`config.mk`:
```
export PLATFORM = sky130hd
export DESIGN_NAME = wave_capture
export DESIGN_NICKNAME = d
export VERILOG_FILES = /design/src/rtl/wave_pkg.sv /design/src/rtl/zero_cross_detect.sv /design/src/rtl/wave_capture.sv
export SDC_FILE = /design/constraint.sdc
export NUM_CORES = 1
export LEC_CHECK = 0
export ABC_AREA = 0
export BUFFER_PORTS_ARGS = -buffer_cell sky130_fd_sc_hd__clkbuf_2
export CELL_PAD_IN_SITES_DETAIL_PLACEMENT = 1
export CELL_PAD_IN_SITES_GLOBAL_PLACEMENT = 1
export CORE_MARGIN = 1
export CORE_UTILIZATION = 35
export DETAILED_ROUTE_END_ITERATION = 6
export PLACE_DENSITY = 0.78
export SLEW_MARGIN = 15
export SYNTH_ARGS = -nofsm -noshare
export SYNTH_HDL_FRONTEND = slang
export SYNTH_HIERARCHICAL = 1
export SYNTH_SLANG_ARGS = --single-unit
```
`constraint.sdc`:
```
create_clock -name clk -period 1.87 [get_ports clk]
set_input_delay 0.561 -clock clk [delete_from_list [all_inputs] [get_ports clk]]
set_output_delay 0.561 -clock clk [all_outputs]
set_load 0.02 [all_outputs]
```
`src/rtl/wave_pkg.sv`:
```
// Shared definitions for the waveform capture path and the waveform display.
// Holds the capture FSM state type and the default RAM geometry, so both
// sides agree on samples per capture and stored sample width.
package wave_pkg;

    // log2 of samples per capture (256 samples per buffer half)
    localparam int unsigned WAVE_SAMPLES_LOG2 = 8;
    // Stored sample width, taken from the top bits of the audio sample
    localparam int unsigned WAVE_DATA_W       = 8;
    // Width of the audio sample produced by music_player
    localparam int unsigned WAVE_SAMPLE_W     = 18;

    typedef enum logic [1:0] {
        ARMED  = 2'd0,
        ACTIVE = 2'd1,
        WAIT   = 2'd2
    } capture_state_t;

endpackage

```
`src/rtl/zero_cross_detect.sv`:
```
// Rising zero-crossing detector for the strobed sample stream.
// Remembers the sign of the last strobed sample and flags a strobe whose
// sample is non-negative while the previous one was negative.
// Ports:
//   clk              system clock
//   reset            asynchronous, active-low reset
//   new_sample_ready 1-cycle strobe: sample_sign is valid
//   sample_sign      sign bit of the strobed sample
//   crossing         combinational: this strobe is a rising zero crossing
module zero_cross_detect (
    input  logic clk,
    input  logic reset,
    input  logic new_sample_ready,
    input  logic sample_sign,
    output logic crossing
);

    logic prev_neg;

    // Tracks every strobe regardless of the capture state, so the next
    // crossing is always judged against the most recent sample.
    always_ff @(posedge clk or negedge reset) begin
        if (!reset) begin
            prev_neg <= 1'b0;
        end else if (new_sample_ready) begin
            prev_neg <= sample_sign;
        end
    end

    assign crossing = new_sample_ready & prev_neg & ~sample_sign;

endmodule

```
`src/rtl/wave_capture.sv`:
```
// Waveform capture front end between music_player and the waveform RAM.
// Arms on a rising zero crossing, captures NSAMP consecutive samples into
// the half of the double-buffered RAM the display is not reading, then
// waits for the display to go idle before swapping halves and re-arming.
// Ports:
//   clk               system clock
//   reset             asynchronous, active-low reset
//   new_sample_ready  1-cycle strobe: new_sample_in is valid
//   new_sample_in     signed two's-complement audio sample
//   wave_display_idle display is not reading the RAM (level)
//   write_address     {buffer half, index} for the RAM write port
//   write_enable      1-cycle RAM write strobe
//   write_sample      offset-binary sample to store
//   read_index        buffer half the display reads
module wave_capture
    import wave_pkg::*;
#(
    parameter int unsigned SAMPLES_LOG2 = WAVE_SAMPLES_LOG2,
    parameter int unsigned DATA_W       = WAVE_DATA_W
) (
    input  logic                    clk,
    input  logic                    reset,
    input  logic                    new_sample_ready,
    input  logic [WAVE_SAMPLE_W-1:0] new_sample_in,
    input  logic                    wave_display_idle,
    output logic [SAMPLES_LOG2:0]   write_address,
    output logic                    write_enable,
    output logic [DATA_W-1:0]       write_sample,
    output logic                    read_index
);

    localparam logic [SAMPLES_LOG2-1:0] IDX_ZERO = '0;
    localparam logic [SAMPLES_LOG2-1:0] IDX_ONE  = SAMPLES_LOG2'(1);
    localparam logic [SAMPLES_LOG2-1:0] IDX_LAST = '1;

    capture_state_t          state;
    logic [SAMPLES_LOG2-1:0] count;
    logic                    crossing;
    logic [DATA_W-1:0]       sample_data;
    logic                    unused_low_bits;

    zero_cross_detect u_zero_cross (
        .clk              (clk),
        .reset            (reset),
        .new_sample_ready (new_sample_ready),
        .sample_sign      (new_sample_in[WAVE_SAMPLE_W-1]),
        .crossing         (crossing)
    );

    // Top DATA_W bits with the sign inverted: two's complement -> offset binary
    assign sample_data = {~new_sample_in[WAVE_SAMPLE_W-1],
                          new_sample_in[WAVE_SAMPLE_W-2 -: DATA_W-1]};

    // Low sample bits are below the stored resolution
    assign unused_low_bits = ^new_sample_in[WAVE_SAMPLE_W-DATA_W-1:0];

    always_ff @(posedge clk or negedge reset) begin
        if (!reset) begin
            state         <= ARMED;
            count         <= '0;
            read_index    <= 1'b0;
            write_enable  <= 1'b0;
            write_address <= '0;
            write_sample  <= '0;
        end else begin
            write_enable <= 1'b0;
            case (state)
                ARMED: begin
                    if (crossing) begin
                        write_enable  <= 1'b1;
                        write_address <= {~read_index, IDX_ZERO};
                        write_sample  <= sample_data;
                        count         <= IDX_ONE;
                        state         <= ACTIVE;
                    end
                end
                ACTIVE: begin
                    if (new_sample_ready) begin
                        write_enable  <= 1'b1;
                        write_address <= {~read_index, count};
                        write_sample  <= sample_data;
                        // Natural wrap of the counter leaves it at 0 for the next capture
                        count         <= count + IDX_ONE;
                        if (count == IDX_LAST) begin
                            state <= WAIT;
                        end
                    end
                end
                WAIT: begin
                    if (wave_display_idle) begin
                        read_index <= ~read_index;
                        state      <= ARMED;
                    end
                end
                default: begin
                    state <= ARMED;
                end
            endcase
        end
    end

endmodule

```
Yosys cells after proc, flatten, opt, wreduce, memory -nomap -nowiden
Cells that the tools add are included.

storage, ports and cells
  logic and storage cells = 41
  output and inout bits = 19
  register bits = 30

cells by class
  mux-type cells = 17
  bitwise operators = 4
  reductions and logical operators = 5
  add/sub/neg operators = 1
  equal/unequal tests = 7

operator list
  operator                                              number
  two-way mux 8 bit                                     4
  one-hot mux 8 bit (2 select lines)                    2
  two-way mux 9 bit                                     2
  one-hot mux 9 bit (2 select lines)                    1
  adder 8 x 1 -> 8 bit (second input constant)          1
  equality test 8 bit (second input constant)           1
  two-way mux 2 bit                                     4
  != test 2 bit (second input constant)                 4
  one-hot mux 2 bit (3 select lines)                    1
  AND reduction 4 bit                                   1
  AND reduction 3 bit                                   1
  AND 1 bit                                             2
  equality test 2 x 1 -> 1 bit (second input constant)  1
  equality test 2 bit (second input constant)           1
  zero test 2 bit                                       1
  two-way mux 1 bit                                     2
  inverter 1 bit                                        2
  one-hot mux 1 bit (2 select lines)                    1
  AND reduction 2 bit                                   1
  nonzero test 2 bit                                    1

Depth between registers and ports, before layout
Gate-level depths: netlist (run 1).

  word-level depth = 4
  depth in mapped cells = 5
  mapped depth without buffers = 4

Hierarchy
The synthesis (run 1) kept the hierarchy.

by module, submodules not included
  module             cells an instance  instances  area an instance (sq um)
  wave_capture       117                1          1298.7
  zero_cross_detect  3                  1          50.0

Least setup slack after synthesis (run 1)
Ideal clock, no wire load.

  path kind = input-to-reg
  start = in new_sample_in[17]
  end = reg count[7]
  data arrival time = 1.509 ns
  setup slack = 0.227 ns
  data required time = 1.736 ns
  setup time = 0.134 ns
  stages on the path = 5
  cell sequence = and3b_2 or3b_2 clkbuf_1 nand2b_1 mux2i_1

between the ends
  cells in the longest elaborated chain, start to end = 4

RTL lines
  element                        RTL line                 source
  start, declared                wave_capture.sv:24       input logic [WAVE_SAMPLE_W-1:0] new_sample_in,
  inverter 1 bit                 zero_cross_detect.sv:30  assign crossing = new_sample_ready & prev_neg & ~sample_sign;
  AND 1 bit                      zero_cross_detect.sv:30
  != test 2 bit (no line)        n/a
  AND reduction 3 bit (no line)  n/a
  end signal, assigned           wave_capture.sv:83       count <= count + IDX_ONE;
  end, declared                  wave_capture.sv:37       logic [SAMPLES_LOG2-1:0] count;

Every way passes these cells.
A chain may end at the register's enable or synchronous reset.

Worst setup path in the final report (run 1)
  start = reg state[1]
  end = reg count[5]

between the ends
  cells in the longest elaborated chain, start to end = 3
  elaborated cells between the ends (all ways) = 7

RTL lines
  element                                                                 RTL line            source
  start, declared                                                         wave_capture.sv:36  capture_state_t state;
  start signal, assigned                                                  wave_capture.sv:59  state <= ARMED;
  start signal, assigned                                                  wave_capture.sv:74  state <= ACTIVE;
  start signal, assigned                                                  wave_capture.sv:85  state <= WAIT;
  equality test 2 x 1 -> 1 bit / zero test 2 bit (equally long branches)  wave_capture.sv:67  case (state)
  != test 2 bit (no line) / nonzero test 2 bit (equally long branches)    n/a
  AND reduction 3 bit (no line)                                           n/a

Several ways; a longest one is shown, not always the timed one.

==> impl_metrics.csv, run 1 <==
group,metric,value,unit
place,pre_cts_ws,0.006707,ns
run,cap_violations,0,
worst_setup_path,startpoint,"state[1]",
timing,max-slew-margin-rel,55.12,%
worst_setup_path,cp.arrival,1.75,ns
cts,clk-insertion-delay-late,0.29,ns
cts,post_cts_buffers,0,
worst_setup_path,timing.rr.end,"count[5]",
drt,ant_nets,0,
global_route,grt_pass1_wl,5.402,mm
place,place_congestion,0.7967,
cells_and_area,drive_above_1_share,36.08,%
worst_setup_path,crit_family,"simple AND/OR/NAND/NOR gates",
power_and_ir_drop,peakVddDrop,0.0004541,V
cts,cts_tree,"done",
timing,setup_ws,0.2702,ns
worst_setup_path,endpoint_kind,"register",
cts,ctsHoldBuffers,0,
cells_and_area,synthToLayoutAreaGrowth,25.23,%
floorplanning,die_h,64.08,µm
logic_synthesis,synth_cells,120,
worst_setup_path,r2r_cells,3,
timing,clock_skew,0.007113,ns
worst_setup_path,slowest_stage,"or3b_2",
timing,rsz0062_at_grt,"false",
power_and_ir_drop,leakagePower,0.8028,nW
place,portBuffers,30,
timing,period_share,85.55,%
logic_synthesis,synth_cell_types,27,
drt,route.vias.total,1060,
worst_setup_path,cp.depth,3,
worst_setup_path,cp-endpoint,"count[5]",
worst_setup_path,slowest_delay,0.64,ns
cells_and_area,finalNonFillerCells,206,
worst_setup_path,crit_chain,"or3b_2 > nand2b_1 > mux2i_1",
drt,wire_per_inst,14.96,µm
drt,drtIter0Drc,46,
worst_setup_path,rr_startpoint,"state[1]",
cts,cts.htree.levels,2,
global_route,overflow,0,
logic_synthesis,synth_nets,143,
floorplanning,placeableCoreArea,3689,µm²
status,status,"completed",
timing,final-hold-violation-count,0,
global_route,grt_antenna_before_repair,0,
min_path,hold_path.class,"input port to async pin",
cts,clk_pin_slew_worst_paths,0.06,ns
timing,report.final.slew_viol_count,0,
worst_setup_path,crit_type,"register to register",
logic_synthesis,syn_area_per_cell,11.24,µm²
logic_synthesis,syn_area,1349,µm²
floorplanning,num_rows,22,
timing,setup_viol,0,
floorplanning,dieWidth,64.08,µm
logic_synthesis,yosys_warnings,6,
cts,cts_resized,0,
place,dpl.hpwl,2.168,mm
global_route,first_global_vias,1103,
cts,cts_sinks,30,
logic_synthesis,seq_area_frac_synth,55.66,%
worst_setup_path,worst-path-buf-inv,0,
global_route,track_usage,18.29,%
cts,root_buffer,"clkbuf_8",
drt,routed_wirelength,3.081,mm
timing,tightest_slew,0.6731,ns
floorplanning,num_io_pins,41,
drt,via_per_inst,5.146,
drt,firstDrtPassIters,4,
drt,drc_errors,0,
floorplanning,start_util,36.57,%
timing,period_minus_slack,1.600,ns
timing,setup-tns-final,0,ns
floorplanning,die_area,4106,µm²
timing,hold_slack,0.2764,ns
power_and_ir_drop,p_per_area,1155,nW/µm²
timing,max_freq,625.1,MHz
cells_and_area,insertedDiodeCount,0,
cts,cts_buffers,5,
worst_setup_path,critPathLaunchType,"register",
cells_and_area,finalNetCount,180,
worst_setup_path,r2r_slack,0.27,ns
logic_synthesis,ys_ff_latch,30,
worst_setup_path,path_max_fanout,23,
worst_setup_path,required,2.02,ns
place,placed_cells,198,
cts,clock_path_buffers,2,
global_route,grt_max_degree,31,
layout by cell type, fill, tap and decap left out, drive strengths merged:
master  count
buf         7
mux2        9
clkbuf     37
nand3b      1
nand2      12
nor3b       1
nand4       2
a21oi       2
and3b       1
nand4b      9
nor4        3
mux2i       4
o31ai       3
nor2        4
nand3       3
or3         2
dfrtp      30
o21ai      15
clkinv      1
xor2        2
or4         1
or3b        1
nand2b      5
inv         2
ha          1
sequential cells by signal, indices dropped and copies added (netlist names):
name,flops
count,8
read_index,1
state,2
u_zero_cross/prev_neg,1
write_address,9
write_enable,1
write_sample,8
where the power goes:
part	total (mW)	switching (mW)	internal, mW	leakage, nW
logic	0.499	0.297	0.202	0.378
clock network	0.546	0.250	0.296	0.0482
registers	0.906	0.117	0.789	0.376
total	1.95	0.664	1.29	0.803
cell usage after synthesis:
cell	count	area [µm²]
ha_1	1	12.51
or3_1	2	12.51
or3b_2	1	8.760
a21oi_1	2	10.01
mux2_4	1	15.01
nand3_1	3	15.01
nor2_1	3	11.26
o21ai_0	15	75.07
clkbuf_1	5	18.77
dfrtp_1	30	750.7
nand2_1	12	45.04
nand4b_1	9	78.83
xor2_1	2	17.52
or4_1	1	7.510
nand4_1	2	12.51
mux2i_1	3	30.03
nor2_4	1	11.26
and3b_2	1	10.01
mux2i_2	1	13.76
nor3b_1	1	7.510
o31ai_1	3	22.52
nor4_1	3	18.77
buf_1	2	7.510
inv_1	2	7.510
mux2_2	8	90.09
nand2b_1	5	31.28
nand3b_1	1	7.510
final cells by class:
class	instances	area, µm²
well taps	48	60.06
fillers	424	1999
multi-input cells	81	564.3
inverters	2	7.507
clock buffers	7	86.33
repair buffers	37	215.2
flip-flops and latches	30	750.7
clock inverters	1	5.005
cells by family (layout without fill, tap and decap cells):
family                     after synthesis  after routing  share of synthesized area [%]
xor gates and xnor gates                 2              2                          1.299
and+or+nand+nor                         45             45                          20.59
buffers and inverters                    9             47                          2.505
AOI/OAI and AO/OA                       20             20                          7.977
muxes                                   13             13                          11.04
DFF                                     30             30                          55.66
adders and majority gates                1              1                         0.9275
through the flow:
stage               instance area, µm²  power (mW)  util [%]
global placement                  1598       1.387     43.32
CTS                               1689       1.976     45.79
global route                      1689       2.071     45.79
detailed placement                1598       1.421     43.32
finish                            1689       1.951     45.79
floorplan                         1349       1.204         -
worst min-delay path by stage:
stage	from	to	slack, ns	cells after the start
3_5_place_dp	write_address[3]	write_address[3]	0.49	2
3_3_place_gp	write_address[4]	write_address[4]	0.48	2
5_1_grt	reset	count[1]	0.30	2
2_1_floorplan	reset	count[0]	0.27	0
6_report	reset	count[6]	0.28	2
4_1_cts	reset	count[6]	0.28	2
metal layers:
metal | track usage [%] | vias to the layer above | share of wire, %
li1 | - | 506 | -
met1 | 21.21 | 528 | 44
met2 | 28.99 | 21 | 51
met3 | 6.250 | 5 | 3.2
met4 | 11.08 | 0 | 2.0
met5 | 0 | - | 0
Note: power is estimated with default switching activity, not from simulation.
==> run 2, diff against run 1 <==
--- a/config.mk
+++ b/config.mk
@@ -12,9 +12,8 @@
 export CORE_MARGIN = 1
 export CORE_UTILIZATION = 35
 export DETAILED_ROUTE_END_ITERATION = 6
-export PLACE_DENSITY = 0.78
+export PLACE_DENSITY = 0.76
 export SLEW_MARGIN = 15
 export SYNTH_ARGS = -nofsm -noshare
 export SYNTH_HDL_FRONTEND = slang
-export SYNTH_HIERARCHICAL = 1
 export SYNTH_SLANG_ARGS = --single-unit
==> run 2 against run 1 <==
  * Synthesized cell count down 9.2%
  * Clock skew down 0.0053 ns
  * Clock-buffer cell count down 1
  * Total power up 19%
  * Sequential power up 14%
  * Critical path depth up 1
  * Core utilization up 0.13 points
  * Sequential cell count unchanged
  * First-iteration DRC count down 24%
  * Die area up 4.8%
  * Via count down 0.47%
  * Fmax up 6.3%
==> impl_metrics.csv, run 2 <==
group,metric,value,unit
status,status,"completed",
timing,max_freq,664.2,MHz
drt,wl_met2,1.624,mm
drt,ant_nets,0,
place,place_congestion,0.7433,
power_and_ir_drop,p_per_area,1341,nW/µm²
worst_setup_path,endpoint_kind,"register",
place,placed_cells,188,
global_route,grt_max_degree,31,
timing,clock_skew,0.001778,ns
timing,setup_ws,0.3645,ns
place,dpl.hpwl,2.382,mm
drt,route.vias.total,1055,
cells_and_area,synthToLayoutAreaGrowth,22.26,%
drt,via_per_inst,5.383,
floorplanning,num_io_pins,41,
min_path,hold_path.class,"input port to async pin",
timing,final-hold-violation-count,0,
timing,period_share,80.51,%
cells_and_area,largest_reg_flops,9,
place,pre_cts_ws,0.1805,ns
logic_synthesis,synth_edf_count,0,
cells_and_area,drive_above_1_share,39.86,%
cts,clk_pin_slew_worst_paths,0.06,ns
cells_and_area,layout_common_cells,"dfrtp_1 (30), clkbuf_2 (30), a22o_1 (9)",
worst_setup_path,critPathLaunchType,"register",
worst_setup_path,cp.arrival,1.72,ns
timing,report.final.slew_viol_count,0,
drt,wire_per_inst,16.65,µm
cts,cts.htree.levels,2,
logic_synthesis,seq_area_frac_synth,53.00,%
floorplanning,placeableCoreArea,3771,µm²
global_route,grt_antenna_before_repair,0,
floorplanning,num_rows,22,
logic_synthesis,synth_cell_types,39,
logic_synthesis,yosys_warnings,0,
run,cap_violations,0,
drt,wl_met3,163,µm
floorplanning,dieWidth,65.62,µm
logic_synthesis,synth_cells,109,
power_and_ir_drop,leakagePower,0.8478,nW
cells_and_area,finalNonFillerCells,196,
cells_and_area,reg_top3,"write_address: 9 flops, count: 8 flops, write_sample: 8 flops",
timing,tightest_slew,0.4111,ns
logic_synthesis,synth-main-ff-cell,"dfrtp_1",
cts,cts_resized,0,
cells_and_area,max_flop_register,"write_address",
floorplanning,die_area,4305,µm²
drt,drc_errors,0,
logic_synthesis,syn_area,1416,µm²
logic_synthesis,syn_area_per_cell,12.99,µm²
cts,post_cts_buffers,0,
cells_and_area,fillCellCount,421,
cells_and_area,finalNetCount,170,
logic_synthesis,async_flop_share,100.0,%
cts,ctsHoldBuffers,0,
drt,wl_met1,1.424,mm
global_route,first_global_vias,1107,
global_route,track_usage,18.06,%
logic_synthesis,synth_top_area_share,53.00,%
logic_synthesis,synth_most_common_cell,"dfrtp_1",
place,portBuffers,30,
drt,firstDrtPassIters,4,
logic_synthesis,synthTopCellsByCount,"dfrtp_1 (30), a22o_1 (9), mux2_4 (7), mux2i_1 (7), inv_1 (6)",
floorplanning,die_h,65.62,µm
power_and_ir_drop,peakVddDrop,0.0004027,V
drt,routed_wirelength,3.263,mm
cts,clock_path_buffers,2,
cts,clk-insertion-delay-late,0.29,ns
drt,topRoutingLayerUsed,"met4",
cts,cts_tree,"done",
cts,cts_sinks,30,
floorplanning,start_util,37.56,%
timing,period_minus_slack,1.506,ns
logic_synthesis,ys_ff_latch,30,
cts,root_buffer,"clkbuf_8",
worst_setup_path,crit_type,"register to register",
logic_synthesis,synth_top_area_cell,"dfrtp_1",
timing,max-slew-margin-rel,72.60,%
cts,cts_buffers,5,
timing,rsz0062_at_grt,"false",
global_route,grt_pass1_wl,5.582,mm
timing,setup-tns-final,0,ns
cells_and_area,fin_util,45.92,%
worst_setup_path,path_max_fanout,5,
worst_setup_path,required,2.08,ns
logic_synthesis,synth_nets,132,
logic_synthesis,synthTopCellsByArea,"dfrtp_1 (53%), mux2_4 (7.4%), a22o_1 (5.6%)",
cells_and_area,insertedDiodeCount,0,
global_route,overflow,0,
timing,setup_viol,0,
drt,drtIter0Drc,35,
==> run 2: cell count changes in the layout (fill, tap and decap cells not counted), moves of 4 or more <==
cell,delta
mux2_2,-8
inv_1,+4
mux2i_1,+4
nand4b_1,-8
a22o_1,+9
mux2_4,+6
o21bai_1,+5
nand2_1,-12
o21ai_0,-12
==> run 2: worst max-delay path: stages, from the launching register on <==
cell and delay, ns:
dfrtp_1 0.42, ha_1 0.23, nand4b_1 0.17, a211oi_1 0.37, mux2i_1 0.23
==> run 2: cells by family (layout without fill, tap and decap cells) <==
| family | after synthesis | after routing | share of synthesized area, % |
|---|---|---|---|
| buf+inv | 13 | 52 | 4.593 |
| flops | 30 | 30 | 53.00 |
| mux | 15 | 15 | 13.16 |
| fa+ha+maj | 1 | 1 | 0.8833 |
| xor+xnor | 1 | 1 | 0.6185 |
| simple gates | 18 | 18 | 9.630 |
| compound gates | 31 | 31 | 18.11 |
==> run 2: power by group <==
group / internal [mW] / switching, mW
Clock: 0.295 / 0.250
Sequential: 0.831 / 0.200
Combinational: 0.340 / 0.407
==> run 2: final timing paths <==
| path | slack, ns | end | cells after the start | startpoint |
|---|---|---|---|---|
| min in group clk | 0.51 | write_sample[7] | 2 | new_sample_in[17] |
| worst max-delay path | 0.36 | count[6] | 4 | count[0] |
| worst min-delay path | 0.28 | write_sample[6] | 2 | reset |
| max in group asynchronous | 1.32 | count[7] | 2 | reset |
| worst min register to register | 0.51 | write_address[5] | 1 | write_address[5] |
| worst max register to register | 0.36 | count[6] | 4 | count[0] |
==> run 2: per-stage QoR <==
stage	area (µm²)	hold WS [ns]	total power, mW
CTS	1732	0.2893	2.363
global placement	1637	0.4869	1.739
finish	1732	0.2769	2.323
global route	1732	0.3014	2.480
floorplan	1416	0.2654	1.512
detailed placement	1637	0.4945	1.800
==> run 2: routing by layer <==
layer  global-route usage (%)  vias up
met3                    6.597        6
met5                        0        -
met2                    29.64       34
met4                    6.522        0
li1                         -      481
met1                    21.55      534
==> run 2: layout make-up <==
cell class | count | area [µm²] | share of cell area, %
flip-flops and latches | 30 | 750.7 | 43.35
multi-input cells | 66 | 600.6 | 34.68
repair buffers | 36 | 195.2 | 11.27
well taps | 48 | 60.06 | 3.468
inverters | 8 | 30.03 | 1.734
clock buffers | 6 | 82.58 | 4.769
clock inverters | 2 | 12.51 | 0.7225
